<file path="src/rtl/fs_pkg.sv">
// Shared definitions for the bit-serial full subtractor.
package fs_pkg;

    typedef enum logic [1:0] {
        StIdle,
        StRun,
        StDone
    } fs_state_e;

    localparam int unsigned WIDTH_DEF = 8;
    localparam int unsigned CNT_W     = $clog2(WIDTH_DEF);

    // Signed overflow of a - b given the operand and result sign bits.
    function automatic logic fs_ovf(input logic a_msb, input logic b_msb, input logic d_msb);
        return (a_msb != b_msb) && (d_msb != a_msb);
    endfunction

endpackage

</file>
<file path="src/rtl/fs_1bit.sv">
// Combinational one-bit full subtractor: d = a - b - br, br_o is the borrow out.
module fs_1bit (
    input  logic a_i,
    input  logic b_i,
    input  logic br_i,
    output logic d_o,
    output logic br_o
);

    assign d_o  = a_i ^ b_i ^ br_i;
    assign br_o = (~a_i & b_i) | (~(a_i ^ b_i) & br_i);

endmodule

</file>
<file path="src/rtl/fs_8bits_serial.sv">
// Bit-serial 8-bit full subtractor, LSB first, with start/busy/done handshake.
// Optional signed-overflow output ovf_o is enabled by defining FS_SERIAL_OVF_EN.
module fs_8bits_serial
    import fs_pkg::*;
#(
    parameter int unsigned WIDTH = WIDTH_DEF
) (
    input  logic             clk_i,
    input  logic             rst_i,
    input  logic             start_i,
    input  logic [WIDTH-1:0] i0_i,
    input  logic [WIDTH-1:0] i1_i,
    input  logic             bin_i,
    output logic             busy_o,
    output logic             done_o,
    output logic [WIDTH-1:0] diff_o,
`ifdef FS_SERIAL_OVF_EN
    output logic             ovf_o,
`endif
    output logic             bout_o
);

    localparam logic [CNT_W-1:0] LastBit = CNT_W'(WIDTH - 1);

    fs_state_e          state_q;
    logic [CNT_W-1:0]   cnt_q;
    logic [WIDTH-1:0]   a_q;
    logic [WIDTH-1:0]   b_q;
    logic               br_q;
    logic [WIDTH-1:0]   res_q;
    logic [WIDTH-1:0]   diff_q;
    logic               bout_q;
    logic               done_q;
`ifdef FS_SERIAL_OVF_EN
    logic               ovf_q;
`endif

    logic               d_bit;
    logic               br_d;
    logic [WIDTH-1:0]   res_d;

    // Single subtractor cell reused every cycle on the current LSBs.
    fs_1bit u_fs_1bit (
        .a_i  (a_q[0]),
        .b_i  (b_q[0]),
        .br_i (br_q),
        .d_o  (d_bit),
        .br_o (br_d)
    );

    // Result bits enter at the MSB so that after WIDTH shifts bit 0 sits at the LSB.
    assign res_d = {d_bit, res_q[WIDTH-1:1]};

    // FSM, operand/result shift registers and registered outputs.
    always_ff @(posedge clk_i) begin
        if (rst_i) begin
            state_q <= StIdle;
            cnt_q   <= '0;
            a_q     <= '0;
            b_q     <= '0;
            br_q    <= 1'b0;
            res_q   <= '0;
            diff_q  <= '0;
            bout_q  <= 1'b0;
            done_q  <= 1'b0;
`ifdef FS_SERIAL_OVF_EN
            ovf_q   <= 1'b0;
`endif
        end else begin
            done_q <= 1'b0;
            unique case (state_q)
                StIdle: begin
                    if (start_i) begin
                        a_q     <= i0_i;
                        b_q     <= i1_i;
                        br_q    <= bin_i;
                        res_q   <= '0;
                        cnt_q   <= '0;
                        state_q <= StRun;
                    end
                end
                StRun: begin
                    a_q   <= a_q >> 1;
                    b_q   <= b_q >> 1;
                    br_q  <= br_d;
                    res_q <= res_d;
                    cnt_q <= cnt_q + CNT_W'(1);
                    if (cnt_q == LastBit) begin
                        diff_q  <= res_d;
                        bout_q  <= br_d;
                        done_q  <= 1'b1;
                        state_q <= StDone;
`ifdef FS_SERIAL_OVF_EN
                        // On the last bit a_q[0]/b_q[0] hold the captured operand MSBs.
                        ovf_q   <= fs_ovf(a_q[0], b_q[0], d_bit);
`endif
                    end
                end
                StDone: begin
                    state_q <= StIdle;
                end
                default: begin
                    state_q <= StIdle;
                end
            endcase
        end
    end

    assign busy_o = (state_q != StIdle);
    assign done_o = done_q;
    assign diff_o = diff_q;
    assign bout_o = bout_q;
`ifdef FS_SERIAL_OVF_EN
    assign ovf_o  = ovf_q;
`endif

endmodule

</file>
<file path="config.mk">
export PLATFORM = sky130hd
export DESIGN_NAME = fs_8bits_serial
export DESIGN_NICKNAME = d
export VERILOG_FILES = /design/src/rtl/fs_pkg.sv /design/src/rtl/fs_1bit.sv /design/src/rtl/fs_8bits_serial.sv
export SDC_FILE = /design/constraint.sdc
export NUM_CORES = 1
export LEC_CHECK = 0
export BUFFER_PORTS_ARGS = -buffer_cell sky130_fd_sc_hd__buf_2
export CAP_MARGIN = 20
export CORE_MARGIN = 1.5
export CORE_UTILIZATION = 54
export DETAILED_ROUTE_END_ITERATION = 6
export PLACE_DENSITY = 0.78
export SLEW_MARGIN = 20
export SYNTH_ARGS = -nofsm -noshare
export SYNTH_HDL_FRONTEND = slang
export SYNTH_SLANG_ARGS = --single-unit
</file>
<file path="constraint.sdc">
create_clock -name clk_i -period 1.9 [get_ports clk_i]
set_clock_uncertainty 0.05 [all_clocks]
set_input_delay 0.095 -clock clk_i [delete_from_list [all_inputs] [get_ports clk_i]]
set_output_delay 0.095 -clock clk_i [all_outputs]
set_load 0.01 [all_outputs]
</file>
==> key figures <==
Power and ir drop
  • Peak supply drop: slightly below 0.0006 V
  • Pwr dens: 801 nW/um^2
  • Pleak: 0.000737 uW

Global routing
  • Number of global-route vias before repair: roughly 1,300
  • GRT busiest layer: met2
  • Global Route met2 Usage: 0.337
  • Grt met1 use: 0.303
  • Largest net degree at the start of global routing: 40
  • Global route overflow: 0
  • GR Util met3: 0.0484
  • Initial antenna violation count: 0
  • First-pass GRT wire length: ~5800 um
  • GR Util All Layers: 0.223

Route
  • Wire per inst: 15.0 um
  • Via count: 1,367
  • Total Wirelength: 3500 um
  • DRT Pass-1 Iters: 4
  • Avg Vias per Cell: 5.87
  • Initial DRC count: 87
  • Number of routed nets with antenna violations: 0
  • Remaining routing DRC violations: 0

Die
  • I/O pin count: 31
  • Die height: 58.4 um
  • Die area: 3410 sq um
  • Core ar.: 2830 sq um
  • Die Width: 58.4 um
  • Rows: 19
  • Initial Utilization: 0.585

STA
  • Worst slew pin tran: ~790 ps
  • Setup_tns: 0 ps
  • Achievable Freq: around 660 MHz
  • Fin. Hold Viols: 0
  • Min Tclk post-route: around 1500 ps
  • Final period util: 0.803
  • Relative slew slack: 0.473
  • RSZ-0062 raised after global routing: false
  • Worst setup margin: 375 ps
  • Final Max Slew Viols: 0
  • Setup Viol. Count Final: 0

Clock tree
  • Root buf cell: clkbuf_4
  • Max clock buf depth: 2
  • CTS tree: done
  • PostCTS Resize Cnt: 0
  • H-tree Lvls: 2
  • Clock Pin Slew Worst Setup and Hold Paths: 110 ps
  • CTS Sinks: 39
  • Worst-skew pair later-pin latency: between 300 and 400 ps
  • CTS Buf Count: 5

Synth
  • Synthesized cell area: 1660 sq um
  • Yosys warnings: 0
  • Synth Area in Compound Gates: 0.282
  • Ys flop type: dfxtp_1
  • FFs w/ async S/R, synth: 0
  • Mux cell area share after synthesis: 0.00605
  • Synth Area per Inst: 9.57 sq um
  • Share of synthesized cell area in and, or, nand and nor gates: 0.148
  • Mapped Nets: 196
  • Sequential area share after synthesis: 0.472
  • Cell count after synthesis: 173
  • FF+latch count, synth: 39
  • Post-synth EDFFs: 0
  • Post-synthesis cell type count: 30
  • Post-synth top area cell: dfxtp_1
  • Largest family of logic cells by synthesized area: compound AO/OA/AOI/OAI gates
  • Synth top cells by count: dfxtp_1, nor2_1, a211oi_2
  • Synth Area in Adders: 0.0272
  • XOR/XNOR Fraction of Synth Area: 0
  • Yosys top cell area share: 0.472
  • Area contributors post-synth: dfxtp_1, nor2_1, a211oi_2, o2bb2ai_1, a22oi_1
  • Cell with the most instances after synthesis: dfxtp_1

Placed design
  • I/O Buffers: 30
  • GPL Wtd Cong: 0.753
  • HPWL Detailed: between 2000 and 2500 um
  • Pre-CTS worst setup slack: roughly 400 ps
  • Placed instance count: 223

Worst setup path
  • Crit path launch type: flop
  • CP Max Fanout: 15
  • Crit path DAT: 1720 ps
  • CP Cell Sequence: buf_4 > o21bai_4 > nor3_1 > a2111oi_2
  • Top cell family by delay on the critical path: compound AO/OA/AOI/OAI gates
  • Critical Path Sink Type: flop
  • Max stage delay on crit path: 410 ps
  • CP required: roughly 2100 ps
  • CP bufs+invs: 1
  • Crit Path Category: reg2reg
  • Slowest CP cell: dfxtp_1

Outcome
  • Status: complete, no violations

Finish
  • Post-route non-filler standard cell count: 233
  • Inserted Diodes: 0
  • Area Growth Syn to Fin: 11.6%
  • Layout cell share with drive strength beyond 1: 0.282
  • Final net count: 224
  • Fillers: 265

Min path
  • Hold Crit Class: in2reg

Job
  • Max-Cap Viols: 0
-- state kept, by name (all words and copies together) (netlist names) --
signal,count
a_q,8
b_q,8
diff_o,8
res_q,7
cnt_q,3
state_q,2
bout_o,1
br_q,1
done_o,1
-- power by group --
part	switching, uW	total, uW	internal, uW
Sequential	23.7	878	855
Clock	260	404	144
Combinational	114	198	83.7
-- final timing paths --
check / from / end / slack, ps / cells after the start
worst max-delay path: state_q[0]$_SDFFE_PP0P_ / br_q$_SDFFE_PP0P_ / 370 / 4
worst min-delay path: i1_i[1] / b_q[1]$_SDFFE_PP0P_ / 70 / 3
worst max register to register: state_q[0]$_SDFFE_PP0P_ / br_q$_SDFFE_PP0P_ / 370 / 4
worst min register to register: diff_o[3]$_SDFFE_PP0P_ / diff_o[3]$_SDFFE_PP0P_ / 410 / 2
-- cell usage in the layout (no fill, tap or decap), drive strengths merged --
master / count
and2b: 1
a32oi: 2
nor2: 38
nand3: 8
clkinv: 1
dlygate4sd3: 2
o2bb2ai: 9
clkbuf: 7
nand3b: 1
nor3: 1
a21oi: 9
o21ba: 1
fa: 1
mux2i: 1
a22oi: 9
o22ai: 5
nand2: 8
a311oi: 1
inv: 5
ha: 2
a221oi: 1
a2111oi: 1
o21bai: 1
dfxtp: 39
nand2b: 1
buf: 33
a211oi: 14
-- logic make-up after synthesis --
family | count (synthesis)
buffers and inverters | 19
AND/OR/NAND/NOR | 58
adder cells (fa/ha/maj) | 3
multiplexers | 1
flip-flops | 39
AO/OA/AOI/OAI | 53
-- worst reg2reg max path, cell delays in order (launching register included) --
cell and delay (ps):
dfxtp_1 410, buf_4 200, o21bai_4 350, nor3_1 100, a2111oi_2 330
-- what timing repair did --
| action | CTS | global route |
|---|---|---|
| hold buffers | 2 | 0 |
| endpoints found under the hold margin | 2 | 0 |
| setup buffers | 0 | 0 |
-- final cells by class --
type	instances	area, sq um	share of cell area
multi-input combinational	115	767	0.415
tap	31	38.8	0.0210
clock inverter	1	5.00	0.00271
clock buffer	7	45.0	0.0244
sequential	39	781	0.422
inverter	5	18.8	0.0102
timing repair buffer	35	193	0.104
-- metrics by stage --
stage / utilization / cell area, sq um / hold slack [ps] / total power, uW
after floorplan: - / 1660 / 217 / 1040
after global routing: 0.653 / 1850 / 49.1 / 1550
after global placement: 0.628 / 1780 / 320 / 1080
final: 0.653 / 1850 / 66.1 / 1480
after CTS: 0.653 / 1850 / 32.4 / 1490
after detailed placement: 0.628 / 1780 / 319 / 1090
-- layer usage --
metal / wire length (um) / vias to the layer above
met4: 48 / 0
met3: 225 / 5
li1: - / 672
met2: 1640 / 49
met5: 0 / -
met1: 1580 / 641
Note: power is estimated with default switching activity, not from simulation.
